--- config.mk ---
export PLATFORM = sky130hd
export DESIGN_NAME = uc_ctrl
export DESIGN_NICKNAME = d
export VERILOG_FILES = /design/src/rtl/uc_pkg.sv /design/src/rtl/uc_pc.sv /design/src/rtl/uc_ctrl.sv
export SDC_FILE = /design/constraint.sdc
export NUM_CORES = 1
export LEC_CHECK = 0
export BUFFER_PORTS_ARGS = -buffer_cell sky130_fd_sc_hd__buf_2
export CAP_MARGIN = 25
export CORE_MARGIN = 3
export CORE_UTILIZATION = 45
export CTS_CLUSTER_DIAMETER = 100
export DETAILED_ROUTE_END_ITERATION = 8
export GPL_TIMING_DRIVEN = 0
export PLACE_DENSITY = 0.69
export SYNTH_ARGS = -nofsm -noshare
export SYNTH_HDL_FRONTEND = slang
export SYNTH_SLANG_ARGS = --single-unit
--- constraint.sdc ---
create_clock -name clk -period 2.25 [get_ports clk]
set_input_delay 0.225 -clock clk [delete_from_list [all_inputs] [get_ports clk]]
set_output_delay 0.225 -clock clk [all_outputs]
set_load 0.02 [all_outputs]
--- src/rtl/uc_pkg.sv ---
// Shared encodings for the accumulator processor control unit (UC), datapath (UT) and top.
// State encoding includes HOLD, which is only reachable when UC_STEP_EN is defined.
package uc_pkg;

    localparam logic [1:0] OP_NOR = 2'b00;
    localparam logic [1:0] OP_ADD = 2'b01;
    localparam logic [1:0] OP_STA = 2'b10;
    localparam logic [1:0] OP_JCC = 2'b11;

    localparam logic [2:0] SEL_PASS = 3'b000;
    localparam logic [2:0] SEL_ADD  = 3'b001;
    localparam logic [2:0] SEL_NOR  = 3'b010;

    localparam logic [3:0] ST_RST    = 4'd0;
    localparam logic [3:0] ST_FETCH  = 4'd1;
    localparam logic [3:0] ST_DECODE = 4'd2;
    localparam logic [3:0] ST_OPRD   = 4'd3;
    localparam logic [3:0] ST_LDR1   = 4'd4;
    localparam logic [3:0] ST_EXE    = 4'd5;
    localparam logic [3:0] ST_STORE  = 4'd6;
    localparam logic [3:0] ST_JUMP   = 4'd7;
    localparam logic [3:0] ST_HOLD   = 4'd8;

    typedef enum logic [3:0] {
        S_RST    = ST_RST,
        S_FETCH  = ST_FETCH,
        S_DECODE = ST_DECODE,
        S_OPRD   = ST_OPRD,
        S_LDR1   = ST_LDR1,
        S_EXE    = ST_EXE,
        S_STORE  = ST_STORE,
        S_JUMP   = ST_JUMP,
        S_HOLD   = ST_HOLD
    } uc_state_e;

    // ALU operation for the two arithmetic opcodes; anything else is NOR.
    function automatic logic [2:0] exe_sel(input logic [1:0] op);
        return (op == OP_ADD) ? SEL_ADD : SEL_NOR;
    endfunction

endpackage

--- src/rtl/uc_pc.sv ---
// Program counter: reset load, wrapping increment, jump load, frozen while ce=0.
module uc_pc #(
    parameter int ADDR_W   = 6,
    parameter int RESET_PC = 0
) (
    input  logic              clk,
    input  logic              rst,
    input  logic              ce,
    input  logic              inc,
    input  logic              jmp,
    input  logic [ADDR_W-1:0] jmp_addr,
    output logic [ADDR_W-1:0] pc
);

    localparam logic [ADDR_W-1:0] RST_VAL = ADDR_W'(RESET_PC);

    logic [ADDR_W-1:0] pc_q;
    logic [ADDR_W-1:0] pc_d;

    always_comb begin
        pc_d = pc_q;
        if (ce) begin
            if (jmp) begin
                pc_d = jmp_addr;
            end else if (inc) begin
                pc_d = pc_q + ADDR_W'(1);
            end
        end
    end

    always_ff @(posedge clk or posedge rst) begin
        if (rst) begin
            pc_q <= RST_VAL;
        end else begin
            pc_q <= pc_d;
        end
    end

    assign pc = pc_q;

endmodule

--- src/rtl/uc_ctrl.sv ---
// Control unit: fetch/decode/sequence FSM driving memory and UT strobes; owns PC and IR.
// Optional single-step mode via macro UC_STEP_EN (adds port step and HOLD state).
module uc_ctrl
    import uc_pkg::*;
#(
    parameter int ADDR_W   = 6,
    parameter int DATA_W   = 8,
    parameter int RESET_PC = 0
) (
    input  logic              clk,
    input  logic              rst,
    input  logic              ce,
    input  logic [DATA_W-1:0] mem_rdata,
    input  logic              carry,
`ifdef UC_STEP_EN
    input  logic              step,
`endif
    output logic [ADDR_W-1:0] mem_addr,
    output logic              mem_en,
    output logic              mem_we,
    output logic [2:0]        sel_UAL,
    output logic              load_R1,
    output logic              load_accu,
    output logic              load_carry,
    output logic              init_carry
);

    uc_state_e         state_q;
    uc_state_e         state_d;
    logic [DATA_W-1:0] ir_q;
    logic [DATA_W-1:0] ir_d;
    logic              pc_inc;
    logic              pc_jmp;
    logic [ADDR_W-1:0] pc;

    logic [1:0]        ir_op;
    logic [ADDR_W-1:0] ir_addr;
    logic [1:0]        rd_op;
    uc_state_e         instr_done;

    assign ir_op   = ir_q[DATA_W-1 -: 2];
    assign ir_addr = ir_q[ADDR_W-1:0];
    assign rd_op   = mem_rdata[DATA_W-1 -: 2];

    // In step mode every instruction (and reset) parks in HOLD until the next step pulse.
`ifdef UC_STEP_EN
    assign instr_done = S_HOLD;
`else
    assign instr_done = S_FETCH;
`endif

    uc_pc #(
        .ADDR_W  (ADDR_W),
        .RESET_PC(RESET_PC)
    ) u_pc (
        .clk     (clk),
        .rst     (rst),
        .ce      (ce),
        .inc     (pc_inc),
        .jmp     (pc_jmp),
        .jmp_addr(ir_addr),
        .pc      (pc)
    );

    always_comb begin
        state_d    = state_q;
        ir_d       = ir_q;
        pc_inc     = 1'b0;
        pc_jmp     = 1'b0;
        mem_addr   = '0;
        mem_en     = 1'b0;
        mem_we     = 1'b0;
        sel_UAL    = SEL_PASS;
        load_R1    = 1'b0;
        load_accu  = 1'b0;
        load_carry = 1'b0;
        init_carry = 1'b0;

        if (ce) begin
            case (state_q)
                S_RST: state_d = instr_done;
`ifdef UC_STEP_EN
                S_HOLD: begin
                    if (step) begin
                        state_d = S_FETCH;
                    end
                end
`endif
                S_FETCH: begin
                    mem_addr = pc;
                    mem_en   = 1'b1;
                    state_d  = S_DECODE;
                end
                // IR is not loaded yet, so branch on the word arriving from memory.
                S_DECODE: begin
                    ir_d   = mem_rdata;
                    pc_inc = 1'b1;
                    case (rd_op)
                        OP_STA:  state_d = S_STORE;
                        OP_JCC:  state_d = S_JUMP;
                        default: state_d = S_OPRD;
                    endcase
                end
                S_OPRD: begin
                    mem_addr = ir_addr;
                    mem_en   = 1'b1;
                    state_d  = S_LDR1;
                end
                S_LDR1: begin
                    load_R1 = 1'b1;
                    state_d = S_EXE;
                end
                S_EXE: begin
                    sel_UAL    = exe_sel(ir_op);
                    load_accu  = 1'b1;
                    load_carry = (ir_op == OP_ADD);
                    state_d    = instr_done;
                end
                S_STORE: begin
                    mem_addr = ir_addr;
                    mem_en   = 1'b1;
                    mem_we   = 1'b1;
                    state_d  = instr_done;
                end
                // Branch is taken on carry clear; carry is cleared either way.
                S_JUMP: begin
                    pc_jmp     = ~carry;
                    load_carry = 1'b1;
                    init_carry = 1'b1;
                    state_d    = instr_done;
                end
                default: state_d = S_RST;
            endcase
        end
    end

    always_ff @(posedge clk or posedge rst) begin
        if (rst) begin
            state_q <= S_RST;
            ir_q    <= '0;
        end else begin
            state_q <= state_d;
            ir_q    <= ir_d;
        end
    end

endmodule

* Word-level counts from Yosys, hierarchy flattened
Index checks and enable logic that the tools add are counted.
** Operators by class
- Mux-type cells :: 25
- Reduce and logical (&&, ||, !) cells :: 7
- $add $sub $neg :: 1
- Equal/unequal tests :: 10
- Bitwise operators :: 1
** Operators by type and width (number)
- $mux W6 :: 3
- $eq A4 B3 Y1 const B :: 4
- $mux W1 :: 15
- $pmux W3 S5 :: 1
- $pmux W6 S2 :: 1
- $eq A4 B2 Y1 const B :: 2
- $add A6 B1 Y6 const B :: 1
- $mux W2 :: 3
- $pmux W3 S2 :: 1
- $eq A2 B2 Y1 const B :: 2
- $eq A4 B1 Y1 const B :: 1
- $logic_not A4 Y1 :: 1
- $reduce_and A2 Y1 :: 2
- $reduce_or A4 Y1 :: 1
- $reduce_or A3 Y1 :: 1
- $eq A2 B1 Y1 const B :: 1
- $pmux W1 S2 :: 1
- $reduce_bool A2 Y1 :: 1
- $reduce_or A2 Y1 :: 1
- $not A1 Y1 :: 1
** Storage, ports and cells
- Bits of input ports :: 12
- Bits in registers :: 18
- Word-level logic and storage cells :: 47

* Longest topological paths before layout
Gate-level depths: netlist of run 1.
- Depth in word-level cells :: 5
- Gate-level depth with buffers :: 6
- Mapped depth without buffers :: 5

* Hierarchy
From an unflattened synthesis of run 1, not the netlist that was laid out.
** Unflattened totals
- Cell total of the unflattened synthesis :: 121
- Area, all modules :: 1168.6 um^2
** Modules (own cells, without submodules)
- uc_ctrl :: instances 1, area each 768.2 um^2, seq. area each 275.3 um^2, cells each 75
- uc_pc :: instances 1, area each 400.4 um^2, seq. area each 150.1 um^2, cells each 46

* Least setup slack after synthesis of run 1
OpenSTA, ideal clock, no wires.
- Path type :: register to output
- From :: register state_q[1]
- To :: output sel_UAL[0]
- Setup slack :: 697 ps
- Required time :: 2025 ps
- Arrival time :: 1328 ps
- Stages on the path, launching flop included :: 6
- Path through :: dfrtp_1 -> buf_2 -> nand2b_1 -> or2_2 -> inv_1 -> and2_1
** Between the ends
- Longest elaborated chain between the ends :: 3
** RTL lines
- start: declaration :: line uc_ctrl.sv:28 : uc_state_e state_q;
- start signal: assignment :: line uc_ctrl.sv:142 : state_q <= state_d;
- $eq A4 B3 Y1 :: line uc_ctrl.sv:80 : case (state_q)
- $mux W2 :: line uc_ctrl.sv:80
- $mux W2 :: line uc_ctrl.sv:79 : if (ce) begin
- end: declaration :: line uc_ctrl.sv:21 : output logic [2:0] sel_UAL,
Every way passes these cells.

* Final worst setup path of run 1
- From :: register state_q[0]
- To :: output mem_addr[2]
** Between the ends
- Longest elaborated chain between the ends :: 4
** RTL lines
- $eq A4 B3 Y1 / $eq A4 B2 Y1 (equally long branches) :: line uc_ctrl.sv:80
- $reduce_or A2 Y1 (no line)
- $pmux W6 S2 (*) :: line uc_ctrl.sv:80
- $mux W6 (*) :: line uc_ctrl.sv:79
- end: declaration :: line uc_ctrl.sv:18 : output logic [ADDR_W-1:0] mem_addr,
Mark *: on every way between the ends. The rest lies on a longest branch, timed or not.

==> results of run 1 <==
-- placed cells by master, fill, tap and decap left out, drive strengths merged, types with 5 or more instances in the layout --
cell type,n
buf,33
clkbuf,5
dfrtp,17
nor2b,5
inv,6
mux2i,6
o21ai,11
nand2,28
nor2,14
a21oi,5
-- cell families (layout without fill, tap and decap cells) --
| family | count (synthesis) | count (layout) | synth area share |
|---|---|---|---|
| mux | 6 | 6 | 0.0558 |
| flops | 17 | 17 | 0.395 |
| fa+ha+maj | 1 | 1 | 0.0116 |
| compound gates | 26 | 26 | 0.154 |
| buf+inv | 16 | 45 | 0.0790 |
| simple gates | 64 | 64 | 0.285 |
| xor+xnor | 2 | 2 | 0.0163 |
| other cells | 1 | 1 | 0.00348 |
-- metal layers --
layer / vias to the layer above / global-route usage / part of all wire
li1: 506 / - / -
met1: 472 / 0.248 / 0.44
met2: 21 / 0.348 / 0.51
met3: 4 / 0.0349 / 0.043
met4: 0 / 0.0607 / 0.010
met5: - / 0 / 0
-- state kept, by name, indices dropped and copies added, names as in the netlist --
name / flops
ir_q: 8
state_q: 3
u_pc.pc: 6
-- power by group through the flow --
stage / clock network (W) / logic (W) / registers [W]
5_1_grt: 0.000189 / 0.000781 / 0.000592
6_report: 0.000172 / 0.000691 / 0.000572
4_1_cts: 0.000176 / 0.000696 / 0.000569
2_1_floorplan: 0 / 0.000540 / 0.000533
3_5_place_dp: 0 / 0.000684 / 0.000573
3_3_place_gp: 0 / 0.000668 / 0.000570
-- final timing paths --
kind | slack [ps] | start | to
min in group clk | 110 | mem_rdata[3] | ir_q[3]
max in group asynchronous | 1820 | rst | state_q[1]
max reg2reg | 590 | state_q[2] | u_pc.pc[0]
min | 4 | rst | ir_q[4]
min reg2reg | 500 | ir_q[7] | ir_q[7]
max | 200 | state_q[0] | mem_addr[2]
-- stage by stage --
step                      cells  power [W]  worst slack (ps)
final                       190    0.00144               196
after floorplan             133    0.00107               697
after global placement      186    0.00124               620
after detailed placement    186    0.00126               594
after global routing        190    0.00156              24.8
after CTS                   190    0.00144               213
-- area by class of cell --
type | instances | area share
Buffer | 10 | 0.0495
Clock buffer | 3 | 0.0178
Clock inverter | 1 | 0.00396
Inverter | 6 | 0.0178
Multi-Input combinational cell | 100 | 0.448
Sequential cell | 17 | 0.336
Tap cell | 28 | 0.0277
Timing Repair Buffer | 25 | 0.0989
-- critical path: stages (launching register included) --
cell and delay, ps:
dfrtp_1 390, clkbuf_1 320, nand2b_1 260, nor2_1 160, a21oi_1 50, nor2b_1 170, buf_2 190
==> summary.txt, run 1 <==
port bufs -> 25
most common cell in the netlist -> nand2_1
vias after detailed routing -> 1003
Yosys warnings -> 0
Hold Fails Final Rpt -> 0
# setup viols final -> 0
Avg Inst Size Synth -> 8.10 µm²
core box area -> 2230 µm²
reg2reg path depth -> 6
Clock Power Share -> 0.120
Int Power -> 0.000787 W
sw frac -> 0.452
CP arrival -> 1830 ps
Die H -> 54.9 µm
Post-CTS Setup Bufs -> 0
Max Cap Viol -> 0
sequential area share after synthesis -> 0.395
CTS buffer count -> 3
Post-CTS Hold Buffers -> 0
Sequential Power Share -> 0.399
Seq cells post-synth -> 17
Leak -> 0.644 nW
top_reg_cell synth -> dfrtp_1
crit path kind -> reg -> out
PD cells -> 1130 nW/µm²
fillcell total -> 221
layout cells sized above 1 -> 0.247
Post-DP Area -> 1240 µm²
Slew @ Worst Pin -> 670 ps
Async SR Flop Fraction -> 1.00
GP Congestion -> 0.850
global-route usage over all layers -> 0.199
Final nets -> 176
vias in the first global route -> 946
Post-Syn Area -> 1080 µm²
hold_ws -> 4.14 ps
I/O Pins -> 27
Slew Limit Fails -> 0
fmax -> 0.487 GHz
Tcrit/Tclk final -> 0.913
synthesis-to-finish area growth -> 17.4%
Slew HR -> 0.553
Clock Path Buffers -> 2
initial antenna violation count -> 0
FF+latch area -> 425 µm²
Net Sw Power -> 0.000648 W
Worst setup SP type -> flip-flop
worst hold-check path type -> in -> async
Worst Setup End Kind -> output port
global route overflow -> 0
clock slew at reported path FFs -> 110 ps
clock skew -> 3.30 ps
Synth top area share -> 0.395
Clock Sinks -> 17
Final ANT Viol Nets -> 0
post-layout minimum cycle time -> 2050 ps
diode count -> 0
Area contributors post-synth -> dfrtp_1 39%, nand2_1 9.4%, mux2i_1 5.6%
most frequent cells after synthesis -> 27 x nand2_1, 17 x dfrtp_1, 14 x nor2_1, 7 x o21ai_0
setup TNS -> 0 ps
Die Footprint -> 3020 µm²
Worst IR Drop VDD -> 623 µV
Rows -> 17
RSZ-0062 raised after global routing -> no
routed vias/inst -> 5.28
Root Driver -> clkbuf_4
post-route cell area -> 1260 µm²
DP Wirelength -> 1850 µm
status -> completed
Post-synth EDFFs -> 0
First-pass DRT Iterations -> 4
wirelength, routed -> 2600 µm
initial DRC count -> 19
Multi-input gate area -> 567 µm²
cell taking the most area after synthesis -> dfrtp_1
critical path required time -> 2030 ps
CTS HTree Levels -> 1
crit path max fanout -> 10
first-pass GRT wire length -> 4230 µm
CTS resizes -> 0
Comb power frac -> 0.481
Post-Route Utilization -> 0.566
DRC -> 0
post-synthesis cell count -> 133
CTS tree -> done
Initial Util -> 0.482
largest net degree at the start of global routing -> 18
wire length per cell -> 13.7 µm
Syn Nets -> 146
unique cell type count in the Yosys netlist -> 33
chip width -> 54.9 µm
clk_lat worst skew -> 290 ps
Power figures use the tool's default switching activity.
==> inputs of run 2 (changes only) <==
- PLACE_DENSITY: 0.69 -> 0.72
==> summary.txt, run 2 (same netlist as run 1, synthesis figures left out) <==
cell family with most CP delay -> simple AND/OR/NAND/NOR gates
Clock Sinks -> 17
chip width -> 54.9 µm
Final nets -> 176
crit path cell chain -> clkbuf_1 -> nand2b_1 -> nor2_1 -> a21oi_1 -> nor2b_1 -> buf_2
Worst setup SP type -> flip-flop
vias after detailed routing -> 1021
Post-DP Area -> 1240 µm²
Final ANT Viol Nets -> 0
wire length per cell -> 13.1 µm
# setup viols final -> 0
Worst path max stage delay -> 390 ps
critical path required time -> 2030 ps
port bufs -> 25
Die H -> 54.9 µm
clock slew at reported path FFs -> 100 ps
I/O Pins -> 27
DRC -> 0
routed vias/inst -> 5.37
Worst IR Drop VDD -> 607 µV
post-layout minimum cycle time -> 2010 ps
vias in the first global route -> 940
CTS resizes -> 0
Most flops, register -> ir_q
Slew Limit Fails -> 0
Post-CTS Setup Bufs -> 0
PD cells -> 1120 nW/µm²
CTS tree -> done
core box area -> 2230 µm²
first-pass GRT wire length -> 4110 µm
Initial Util -> 0.482
Rows -> 17
crit path max fanout -> 10
synthesis-to-finish area growth -> 17.3%
layout cells sized above 1 -> 0.241
crit path kind -> reg -> out
fillcell total -> 224
First-pass DRT Iterations -> 4
clk_lat worst skew -> 290 ps
DP Wirelength -> 1830 µm
worst hold-check path type -> in -> async
global-route usage over all layers -> 0.189
clock skew -> 2.36 ps
initial antenna violation count -> 0
Tcrit/Tclk final -> 0.892
commonest non-fill, non-tap cells in the layout -> 30 x buf_2, 27 x nand2_1, 17 x dfrtp_1
CP arrival -> 1780 ps
CTS HTree Levels -> 1
CP max-delay cell -> dfrtp_1
status -> completed
Slew HR -> 0.549
CTS buffer count -> 3
Max Cap Viol -> 0
most common cell after layout, fill and taps aside -> buf_2
Root Driver -> clkbuf_4
Worst Setup End Kind -> output port
Slew @ Worst Pin -> 675 ps
fmax -> 0.498 GHz
number of flip-flops in the largest register -> 8
Hold Fails Final Rpt -> 0
global route overflow -> 0
Post-CTS Hold Buffers -> 0
largest net degree at the start of global routing -> 18
Die Footprint -> 3020 µm²
RSZ-0062 raised after global routing -> no
GP Congestion -> 0.834
Leak -> 0.641 nW
diode count -> 0
Worst Path Buf+Inv -> 2
initial DRC count -> 23
setup TNS -> 0 ps
Clock Path Buffers -> 2
post-route cell area -> 1260 µm²
Post-Route Utilization -> 0.566
wirelength, routed -> 2480 µm
-- run 2: layer usage --
metal  routed length (µm)  global-route usage
met1                 1130               0.252
met2                 1180               0.305
met5                    0                   0
met3                  122              0.0322
met4                   47              0.0729
-- run 2: final cells by class --
| cell class | count | area (µm²) | share of cell area |
|---|---|---|---|
| plain buffers | 10 | 62.6 | 0.0495 |
| clock buffers | 4 | 26.3 | 0.0208 |
| inverters | 6 | 22.5 | 0.0178 |
| multi-input cells | 100 | 567 | 0.449 |
| flip-flops and latches | 17 | 425 | 0.337 |
| well taps | 28 | 35.0 | 0.0277 |
| repair buffers | 25 | 125 | 0.0990 |
-- run 2: stage by stage --
stage               total power (W)  std cells  setup WS [ps]  hold slack, ps
floorplan                   0.00107        133            697             151
global placement            0.00123        186            595             347
detailed placement          0.00126        186            573             358
CTS                         0.00143        190            235            33.0
global route                0.00155        190           1.74            43.4
finish                      0.00142        190            243            12.8
-- run 2: worst paths after layout --
kind / start / to / slack (ps) / depth (start not counted)
worst max register to register: state_q[2] / u_pc.pc[0] / 640 / 6
worst min-delay path: rst / ir_q[0] / 10 / 2
worst max-delay path: state_q[0] / mem_addr[4] / 240 / 6
worst min register to register: ir_q[7] / ir_q[7] / 490 / 2
min in group clk: mem_rdata[3] / ir_q[3] / 120 / 3
max in group asynchronous: rst / u_pc.pc[2] / 1810 / 2
-- run 2: power breakdown --
part           internal (W)  leakage, nW  total, W  switching, W
combinational      0.000284        0.411  0.000687      0.000403
clock             0.0000689       0.0150  0.000168     0.0000996
sequential         0.000438        0.215  0.000565      0.000128
total              0.000791        0.641   0.00142      0.000630
==> inputs of run 3 (changes only) <==
- CELL_PAD_IN_SITES_DETAIL_PLACEMENT: unset -> 1
- CELL_PAD_IN_SITES_GLOBAL_PLACEMENT: unset -> 1
- CORE_UTILIZATION: 45 -> 40
- PLACE_DENSITY: 0.72 -> 0.85
==> summary.txt, run 3 (same netlist as run 1, synthesis figures left out) <==
status -> finished, violations left
failing checks -> hold timing
Post-CTS Setup Bufs -> 0
RR Startpoint -> state_q[0]
diode count -> 0
Post-CTS Hold Buffers -> 0
largest net degree at the start of global routing -> 18
Initial Util -> 0.427
clk_lat worst skew -> 300 ps
wire length per cell -> 15.6 µm
I/O Pins -> 27
Post-DP Area -> 1240 µm²
sw frac -> 0.456
routed vias/inst -> 5.41
reg2reg path depth -> 5
clock skew -> 3.35 ps
PD cells -> 1150 nW/µm²
core box area -> 2520 µm²
DP Cell Count -> 188
# setup viols final -> 0
Worst Setup End Kind -> output port
worst hold-check path type -> in -> async
most common cell after layout, fill and taps aside -> buf_2
r2r setup slk -> 370 ps
crit path kind -> reg -> out
post-route cell area -> 1260 µm²
CTS buffer count -> 3
Final nets -> 175
crit path max fanout -> 13
Net Sw Power -> 0.000661 W
Die H -> 57.9 µm
Leak -> 0.640 nW
Slew @ Worst Pin -> 656 ps
vias after detailed routing -> 1033
Worst setup SP type -> flip-flop
clock slew at reported path FFs -> 100 ps
first-pass GRT wire length -> 5090 µm
RSZ-0062 raised after global routing -> no
initial antenna violation count -> 0
Sequential Power Share -> 0.408
Post-Route Utilization -> 0.500
Slew HR -> 0.562
non-filler cells, final -> 191
CP arrival -> 1760 ps
Clock Sinks -> 17
global-route usage over all layers -> 0.200
Int Power -> 0.000787 W
Rows -> 18
vias in the first global route -> 1096
CTS HTree Levels -> 1
setup TNS -> 0 ps
initial DRC count -> 19
Root Driver -> clkbuf_4
commonest non-fill, non-tap cells in the layout -> 30 x buf_2, 27 x nand2_1, 17 x dfrtp_1
number of flip-flops in the largest register -> 8
Die Footprint -> 3350 µm²
Worst IR Drop VDD -> 630 µV
Slew Limit Fails -> 0
Final ANT Viol Nets -> 0
reg2reg end -> u_pc.pc[0]
First-pass DRT Iterations -> 4
Comb power frac -> 0.473
post-layout minimum cycle time -> 1980 ps
wirelength, routed -> 2970 µm
chip width -> 57.9 µm
Most flops, register -> ir_q
Clock Path Buffers -> 2
global route overflow -> 0
CTS tree -> done
Tcrit/Tclk final -> 0.882
CTS resizes -> 0
Clock Power Share -> 0.119
hold_ws -> -3.13 ps
synthesis-to-finish area growth -> 17.2%
DRC -> 0
GP Congestion -> 0.828
critical path required time -> 2030 ps
fmax -> 0.504 GHz
layout cells sized above 1 -> 0.242
Hold Fails Final Rpt -> 4
port bufs -> 25
Max Cap Viol -> 0
DP Wirelength -> 2300 µm
run 3: changes by cell type in the layout (fill, tap and decap cells not counted):
cell / previous run / this run
clkbuf_1: 3 / 2
run 3: critical path: stages (launching register included):
cell and delay, ps:
dfrtp_1 580, nand2_1 210, or2_2 350, inv_1 60, and2_1 100, buf_2 150
run 3: cell type report:
cell class	count	area, µm²
plain buffers	9	58.8
clock buffers	4	26.3
fillers	339	1260
inverters	6	22.5
multi-input cells	100	567
flip-flops and latches	17	425
well taps	30	37.5
repair buffers	25	125
run 3: worst max-delay path by stage:
| stage | start | end |
|---|---|---|
| 3_5_place_dp | state_q[0] | mem_addr[2] |
| 2_1_floorplan | state_q[1] | sel_UAL[0] |
| 3_3_place_gp | state_q[0] | mem_addr[1] |
| 5_1_grt | state_q[0] | sel_UAL[0] |
| 4_1_cts | state_q[0] | mem_addr[2] |
| 6_report | state_q[0] | sel_UAL[0] |
run 3: per-layer routing:
layer | wire, µm | GRT usage
met1 | 1330 | 0.250
met2 | 1500 | 0.350
met3 | 93 | 0.0223
met4 | 49 | 0.0795
met5 | 0 | 0
run 3: power groups by stage:
stage               combinational, W  sequential [W]  clock (W)
global placement            0.000678        0.000565          0
CTS                         0.000723        0.000568   0.000177
finish                      0.000685        0.000591   0.000172
floorplan                   0.000540        0.000533          0
detailed placement          0.000717        0.000574          0
global route                0.000775        0.000620   0.000192
run 3: stage by stage:
stage	worst slack, ps	total power, W
finish	265	0.00145
global route	92.9	0.00159
CTS	132	0.00147
detailed placement	490	0.00129
global placement	564	0.00124
floorplan	697	0.00107
